$ cat src/rtl/picc_tx_scheduler.sv
`timescale 1ns/1ps
// -----------------------------------------------------------------------------
// picc_tx_scheduler
//
// Purpose:
//   Arbitrates between two frame requesters and schedules each accepted frame
//   onto the PICC transmitter. It waits the frame delay time (FDT) before
//   issuing a one-cycle trigger, then tracks the transmitter's busy/done status
//   with a timeout. Both status inputs come from an asynchronous clock domain
//   and are synchronised before use.
//
// Parameters:
//   FDT_CYCLES      guard delay, clk_in cycles from accept to trigger (1..2^20-1)
//   TIMEOUT_CYCLES  maximum clk_in cycles from trigger to done
//
// Ports:
//   clk_in, rst_in                 clock, asynchronous active-high reset
//   reqN_valid_in                  frame request from requester N (N = 0, 1)
//   reqN_data_in[39:0]             payload, byte 0 in bits [7:0]
//   reqN_num_bytes_in[2:0]         payload length in bytes (legal 1..5)
//   reqN_ready_out                 accept strobe (valid & ready = transfer)
//   picc_data_out[39:0]            latched payload to the transmitter
//   picc_num_bytes_out[2:0]        latched length to the transmitter
//   picc_trigger_out               one-cycle start pulse
//   picc_busy_in, picc_done_in     transmitter status (asynchronous)
//   grant_id_out                   requester owning the current frame
//   active_out                     high whenever the FSM is not IDLE
//   err_len_out, err_timeout_out   one-cycle error pulses
// -----------------------------------------------------------------------------
module picc_tx_scheduler #(
  parameter int unsigned FDT_CYCLES     = 11720,
  parameter int unsigned TIMEOUT_CYCLES = 1000000
) (
  input  logic        clk_in,
  input  logic        rst_in,
  input  logic        req0_valid_in,
  input  logic [39:0] req0_data_in,
  input  logic [2:0]  req0_num_bytes_in,
  output logic        req0_ready_out,
  input  logic        req1_valid_in,
  input  logic [39:0] req1_data_in,
  input  logic [2:0]  req1_num_bytes_in,
  output logic        req1_ready_out,
  output logic [39:0] picc_data_out,
  output logic [2:0]  picc_num_bytes_out,
  output logic        picc_trigger_out,
  input  logic        picc_busy_in,
  input  logic        picc_done_in,
  output logic        grant_id_out,
  output logic        active_out,
  output logic        err_len_out,
  output logic        err_timeout_out
);

  localparam int unsigned GUARD_W = (FDT_CYCLES > 1) ? $clog2(FDT_CYCLES) : 1;
  localparam int unsigned TO_W    = (TIMEOUT_CYCLES > 1) ? $clog2(TIMEOUT_CYCLES) : 1;

  // Terminal counts. The guard counter holds 0..FDT_CYCLES-1, one value per
  // GUARD cycle. The timeout counter is 0 in TRIG and k on cycle k after it;
  // the timeout decision is taken at TIMEOUT_CYCLES-1 so that the registered
  // error pulse and the return to IDLE land exactly TIMEOUT_CYCLES after TRIG.
  localparam logic [GUARD_W-1:0] GUARD_LAST = GUARD_W'(FDT_CYCLES - 1);
  localparam logic [TO_W-1:0]    TO_LAST    = TO_W'(TIMEOUT_CYCLES - 1);

  typedef enum logic [2:0] {
    ST_IDLE,
    ST_GUARD,
    ST_TRIG,
    ST_WAIT_BUSY,
    ST_WAIT_DONE
  } state_e;

  state_e             r_state;
  state_e             w_state_nxt;
  logic               r_busy_meta;
  logic               r_busy_sync;
  logic               r_done_meta;
  logic               r_done_sync;
  logic               r_ptr;
  logic [GUARD_W-1:0] r_guard_cnt;
  logic [TO_W-1:0]    r_to_cnt;
  logic [39:0]        r_data;
  logic [2:0]         r_len;
  logic               r_gid;
  logic               r_err_len;
  logic               r_err_to;

  logic               w_sel;
  logic               w_accept;
  logic [39:0]        w_sel_data;
  logic [2:0]         w_sel_len;
  logic               w_len_ok;
  logic               w_timeout;

  // ---------------------------------------------------------------------------
  // Status synchronisers (two flops each)
  // ---------------------------------------------------------------------------
  // NOTE: sequential state uses non-blocking assignments so every flop samples
  // the pre-edge value of its source, independent of statement order.
  always_ff @(posedge clk_in or posedge rst_in) begin
    if (rst_in) begin
      r_busy_meta <= 1'b0;
      r_busy_sync <= 1'b0;
      r_done_meta <= 1'b0;
      r_done_sync <= 1'b0;
    end else begin
      r_busy_meta <= picc_busy_in;
      r_busy_sync <= r_busy_meta;
      r_done_meta <= picc_done_in;
      r_done_sync <= r_done_meta;
    end
  end

  // ---------------------------------------------------------------------------
  // Round-robin arbiter. r_ptr names the requester favoured on a tie; it is set
  // to the opposite of every winner so the last-granted side loses the next tie.
  // ---------------------------------------------------------------------------
  always_comb begin
    if (req0_valid_in && req1_valid_in) w_sel = r_ptr;
    else                                w_sel = req1_valid_in;
  end

  assign w_accept   = (r_state == ST_IDLE) && (req0_valid_in || req1_valid_in);
  assign w_sel_data = w_sel ? req1_data_in : req0_data_in;
  assign w_sel_len  = w_sel ? req1_num_bytes_in : req0_num_bytes_in;
  assign w_len_ok   = (w_sel_len != 3'd0) && (w_sel_len <= 3'd5);

  // Ready is gated by reset because the FSM sits in IDLE while reset is held.
  assign req0_ready_out = !rst_in && (r_state == ST_IDLE) && req0_valid_in && !w_sel;
  assign req1_ready_out = !rst_in && (r_state == ST_IDLE) && req1_valid_in &&  w_sel;

  // ---------------------------------------------------------------------------
  // FSM
  // ---------------------------------------------------------------------------
  always_ff @(posedge clk_in or posedge rst_in) begin
    if (rst_in) r_state <= ST_IDLE;
    else        r_state <= w_state_nxt;
  end

  // NOTE: every signal written here gets a default first, so no path through
  // the case statement can leave one unassigned and infer a latch.
  always_comb begin
    w_state_nxt = r_state;
    w_timeout   = 1'b0;
    case (r_state)
      ST_IDLE: begin
        if (w_accept && w_len_ok) w_state_nxt = ST_GUARD;
      end
      ST_GUARD: begin
        if (r_guard_cnt == GUARD_LAST) w_state_nxt = ST_TRIG;
      end
      ST_TRIG: begin
        w_state_nxt = ST_WAIT_BUSY;
      end
      ST_WAIT_BUSY, ST_WAIT_DONE: begin
        // done is tested first so it wins over a coincident timeout
        if (r_done_sync) begin
          w_state_nxt = ST_IDLE;
        end else if (r_to_cnt == TO_LAST) begin
          w_state_nxt = ST_IDLE;
          w_timeout   = 1'b1;
        end else if (r_state == ST_WAIT_BUSY && r_busy_sync) begin
          w_state_nxt = ST_WAIT_DONE;
        end
      end
      default: w_state_nxt = ST_IDLE;
    endcase
  end

  // ---------------------------------------------------------------------------
  // Counters: each counts only in its own states and is held at zero elsewhere,
  // so it clears on state exit and never reaches a wrap point.
  // ---------------------------------------------------------------------------
  always_ff @(posedge clk_in or posedge rst_in) begin
    if (rst_in) begin
      r_guard_cnt <= '0;
      r_to_cnt    <= '0;
    end else begin
      if (r_state == ST_GUARD && r_guard_cnt != GUARD_LAST) r_guard_cnt <= r_guard_cnt + 1'b1;
      else                                                  r_guard_cnt <= '0;

      if ((r_state == ST_TRIG || r_state == ST_WAIT_BUSY || r_state == ST_WAIT_DONE)
          && r_to_cnt != TO_LAST)
        r_to_cnt <= r_to_cnt + 1'b1;
      else
        r_to_cnt <= '0;
    end
  end

  // ---------------------------------------------------------------------------
  // Frame latch, arbitration pointer and error pulses
  // ---------------------------------------------------------------------------
  always_ff @(posedge clk_in or posedge rst_in) begin
    if (rst_in) begin
      r_data    <= '0;
      r_len     <= '0;
      r_gid     <= 1'b0;
      r_ptr     <= 1'b0;
      r_err_len <= 1'b0;
      r_err_to  <= 1'b0;
    end else begin
      // Illegal lengths are still accepted: the frame is latched and the
      // pointer advances, only the FSM refuses to leave IDLE.
      if (w_accept) begin
        r_data <= w_sel_data;
        r_len  <= w_sel_len;
        r_gid  <= w_sel;
        r_ptr  <= ~w_sel;
      end
      r_err_len <= w_accept && !w_len_ok;
      r_err_to  <= w_timeout;
    end
  end

  assign picc_data_out      = r_data;
  assign picc_num_bytes_out = r_len;
  assign grant_id_out       = r_gid;
  assign picc_trigger_out   = (r_state == ST_TRIG);
  assign active_out         = (r_state != ST_IDLE);
  assign err_len_out        = r_err_len;
  assign err_timeout_out    = r_err_to;

endmodule

$ cat config.mk
export PLATFORM = sky130hd
export DESIGN_NAME = picc_tx_scheduler
export DESIGN_NICKNAME = d
export VERILOG_FILES = /design/src/rtl/picc_tx_scheduler.sv
export SDC_FILE = /design/constraint.sdc
export NUM_CORES = 1
export LEC_CHECK = 0
export ABC_AREA = 1
export BUFFER_PORTS_ARGS = -buffer_cell sky130_fd_sc_hd__buf_2
export CAP_MARGIN = 20
export CORE_MARGIN = 5
export CORE_UTILIZATION = 53
export CTS_BUF_LIST = sky130_fd_sc_hd__clkbuf_2
export DETAILED_ROUTE_END_ITERATION = 6
export PLACE_DENSITY = 0.92
export SETUP_SLACK_MARGIN = 0.5
export SKIP_CTS_REPAIR_TIMING = 1
export SLEW_MARGIN = 20
export SYNTH_ARGS = -nofsm -noshare
export SYNTH_HDL_FRONTEND = slang
export SYNTH_SLANG_ARGS = --single-unit
$ cat constraint.sdc
create_clock -name clk_in -period 3 [get_ports clk_in]
set_input_delay 0 -clock clk_in [delete_from_list [all_inputs] [get_ports clk_in]]
set_output_delay 0 -clock clk_in [all_outputs]
set_load 0.1 [all_outputs]
==> results.tsv <==
stage	metric	value	unit
outcome	status	complete, but fails checks	
outcome	violations	DRC	
clock_tree	ctsHtreeMaxLevel	3	
clock_tree	tritoncts	done	
worst_setup_path	cp_max_fo	13	
clock_tree	cts.sinks	88	
drt	wl	19300	um
yosys	synth_xor_area_frac	0.0120	
drt	drc	5	
place	placed_area	0.00518	mm^2
grt	grt_pass1_vias	4320	
yosys	synth.ff_latch_count	88	
drt	dr_total_vias	5786	
drt	postRouteAntennaNets	0	
power_and_ir_drop	p_seq_frac	0.250	
yosys	ys_warn_count	0	
floorplan	ios	142	
finish	area_growth	46.3	%
floorplan	coreArea	0.00813	mm^2
yosys	synth_fa_ha_area_frac	0.00573	
worst_setup_path	end_kind	output port	
worst_setup_path	crit_type	reg2out	
clock_tree	cts_buffers	9	
grt	grtUsageMet1	0.297	
floorplan	row_count	33	
yosys	yosysSeqAreaShare	0.504	
grt	overflow	0	
worst_setup_path	r2r-start	r_ptr	
yosys	synth_compound_area_frac	0.0435	
power_and_ir_drop	switchingPower	4.66	mW
yosys	synthCells	553	
sta	rsz0062_at_grt	no	
yosys	postSynthAreaPerCell	7.90	um^2
sta	fin_crit_sh	0.874	
finish	final_cell_mix	nand3_1 (142), buf_2 (139), nand2_1 (113)	
yosys	muxShareOfSynthArea	0	
hold_path	hold_depth	2	
sta	layout_min_cycle_time	2620	ps
worst_setup_path	required	3000	ps
yosys	synth_area	0.00437	mm^2
yosys	synth_edf_count	0	
floorplan	die_h	101	um
clock_tree	ctsRootBufferMaster	clkbuf_2	
hold_path	min_to	r_done_meta	
floorplan	dieArea	0.0102	mm^2
power_and_ir_drop	peakVddDrop	0.00127	V
place	place_ws	1060	ps
worst_setup_path	startpoint_type	flip-flop	
sta	fmax	0.382	GHz
sta	tightestPinTransition	959	ps
floorplan	die_w	101	um
place	port_buffers	141	
grt	busiest_layer	met2	
worst_setup_path	arrival	2620	ps
grt	antenna_found_initial	0	
worst_setup_path	r2r_end	err_len_out	
yosys	ys_types	31	
place	routabilityCongestion	0.984	
yosys	synth_ff_type	dfrtp_1	
power_and_ir_drop	power	7.39	mW
power_and_ir_drop	cellInternalPower	2.73	mW
drt	drt_pass1_iterations	7	
yosys	synth_top_family_by_area	simple AND/OR/NAND/NOR gates	
clock_tree	clk_pin_slew	280	ps
sta	drv_slew	0	
yosys	yosys.area_share.simple	0.367	
grt	grt_pass1_wl	19700	um
worst_setup_path	critPathMaxStageDelay	520	ps
sta	holdWs	42.9	ps
sta	fin_ws	379	ps
sta	fin_worst_skew	55.1	ps
grt	gr-usage-met3	0.0671	
power_and_ir_drop	power_frac_comb	0.634	
sta	worst_slew_margin_rel	0.360	
sta	setup_viol	0	
grt	met2_usage	0.399	
sta	tns	0	ps
drt	wire_per_inst	21.4	um
sta	hold_viol_final	0	
yosys	synthArstFlopShare	1.00	
drt	vias_per_cell	6.42	
worst_setup_path	cp_slowest_cell	nor4_2	
finish	fin_area	0.00639	mm^2
finish	nNetsFinal	884	
power_and_ir_drop	power.leakage	3.09	nW
yosys	synth_nets	647	
hold_path	worstHoldPathType	in2reg	
power_and_ir_drop	p_sw_frac	0.631	
floorplan	start_util	0.537	
clock_tree	cts.path.max_buffers	2	
worst_setup_path	reg2regPathDepth	9	
grt	grt_use_total	0.242	
drt	drtIter0Drc	1084	
grt	grt_max_degree	54	
power_and_ir_drop	pwr-share-clk	0.116	
worst_setup_path	r2r_slack	440	ps
place	hpwl	8860	um
worst_setup_path	cp_cell_sequence	inv_1 -> nand2_1 -> nand2_2 -> clkinv_1 -> nor4_2 -> buf_12	
power_and_ir_drop	cellPowerDensity	1160	mW/mm^2
finish	drive_gt1_frac	0.224	
finish	final_common_cell	nand3_1	
clock_tree	clk_latency	610	ps
hold_path	min_from	picc_done_in	
run	cap_violations	0	
per-stage QoR:
stage	cells	utilization
after floorplan	553	-
after global placement	781	0.637
after detailed placement	781	0.637
after CTS	797	0.658
after global routing	900	0.785
final	901	0.786
state kept, by name, summed over array words and instances (netlist names):
signal and count:
err_len_out 1, err_timeout_out 1, grant_id_out 1, picc_data_out 40
picc_num_bytes_out 3, r_busy_meta 1, r_busy_sync 1, r_done_meta 1
r_done_sync 1, r_guard_cnt 14, r_ptr 1, r_state 3
r_to_cnt 20
per-layer routing:
| layer | share of wire | vias to the layer above |
|---|---|---|
| li1 | - | 2302 |
| met1 | 0.34 | 2646 |
| met2 | 0.44 | 661 |
| met3 | 0.14 | 177 |
| met4 | 0.080 | 0 |
| met5 | 0 | - |
synthesized netlist by cell type (2+ instances only):
master | n | area, um^2
ha_1 | 2 | 25.0
buf_2 | 9 | 45.0
xor2_1 | 2 | 17.5
nand4_1 | 8 | 50.1
nor3b_1 | 8 | 60.1
o21ai_1 | 3 | 15.0
clkinv_1 | 2 | 7.51
nor2_1 | 51 | 191
nand3_1 | 142 | 711
nor4_1 | 3 | 18.8
nand2_1 | 113 | 424
a31oi_1 | 2 | 12.5
a21oi_1 | 13 | 65.1
o21ai_0 | 10 | 50.1
xnor2_1 | 4 | 35.0
nor2_2 | 2 | 12.5
inv_1 | 47 | 176
dfrtp_1 | 88 | 2200
nor3_1 | 16 | 80.1
nand2_2 | 4 | 25.0
clkbuf_1 | 14 | 52.6
power by group through the flow:
stage          Combinational, mW  Clock (mW)  Sequential (mW)
2_1_floorplan               1.33           0             3.90
3_3_place_gp                4.12           0             1.77
3_5_place_dp                4.24           0             1.78
4_1_cts                     4.22       0.818             1.76
5_1_grt                     4.83       0.891             1.86
6_report                    4.68       0.858             1.85
worst max path at each step:
stage	slack, ps	end	startpoint	cells after the start
2_1_floorplan	230	req0_ready_out	r_state[0]	3
3_3_place_gp	1160	r_state[2]	r_state[2]	8
3_5_place_dp	1060	r_state[2]	r_guard_cnt[0]	10
4_1_cts	610	req1_ready_out	r_state[0]	6
5_1_grt	330	req0_ready_out	r_ptr	6
6_report	380	req0_ready_out	r_ptr	6
final cells by class:
type / instances / area [um^2]
Sequential cell: 88 / 2200
Timing Repair Buffer: 250 / 1810
Clock inverter: 7 / 126
Tap cell: 105 / 131
Clock buffer: 9 / 45.0
Multi-Input combinational cell: 391 / 1880
Antenna cell: 1 / 2.50
Fill cell: 399 / 1740
Inverter: 50 / 193
worst max-delay path, delay by kind of cell, from the launching register on:
| family | cells | cell delay, ps |
|---|---|---|
| AND/OR/NAND/NOR | 3 | 810 |
| flip-flops | 1 | 450 |
| buffers and inverters | 3 | 750 |
kinds of logic after synthesis:
| logic type | Yosys count |
|---|---|
| adders and majority gates | 2 |
| buffers and inverters | 74 |
| AOI/OAI and AO/OA | 33 |
| and+or+nand+nor | 350 |
| xor gates and xnor gates | 6 |
| DFF | 88 |
(Power assumes the default switching activity.)
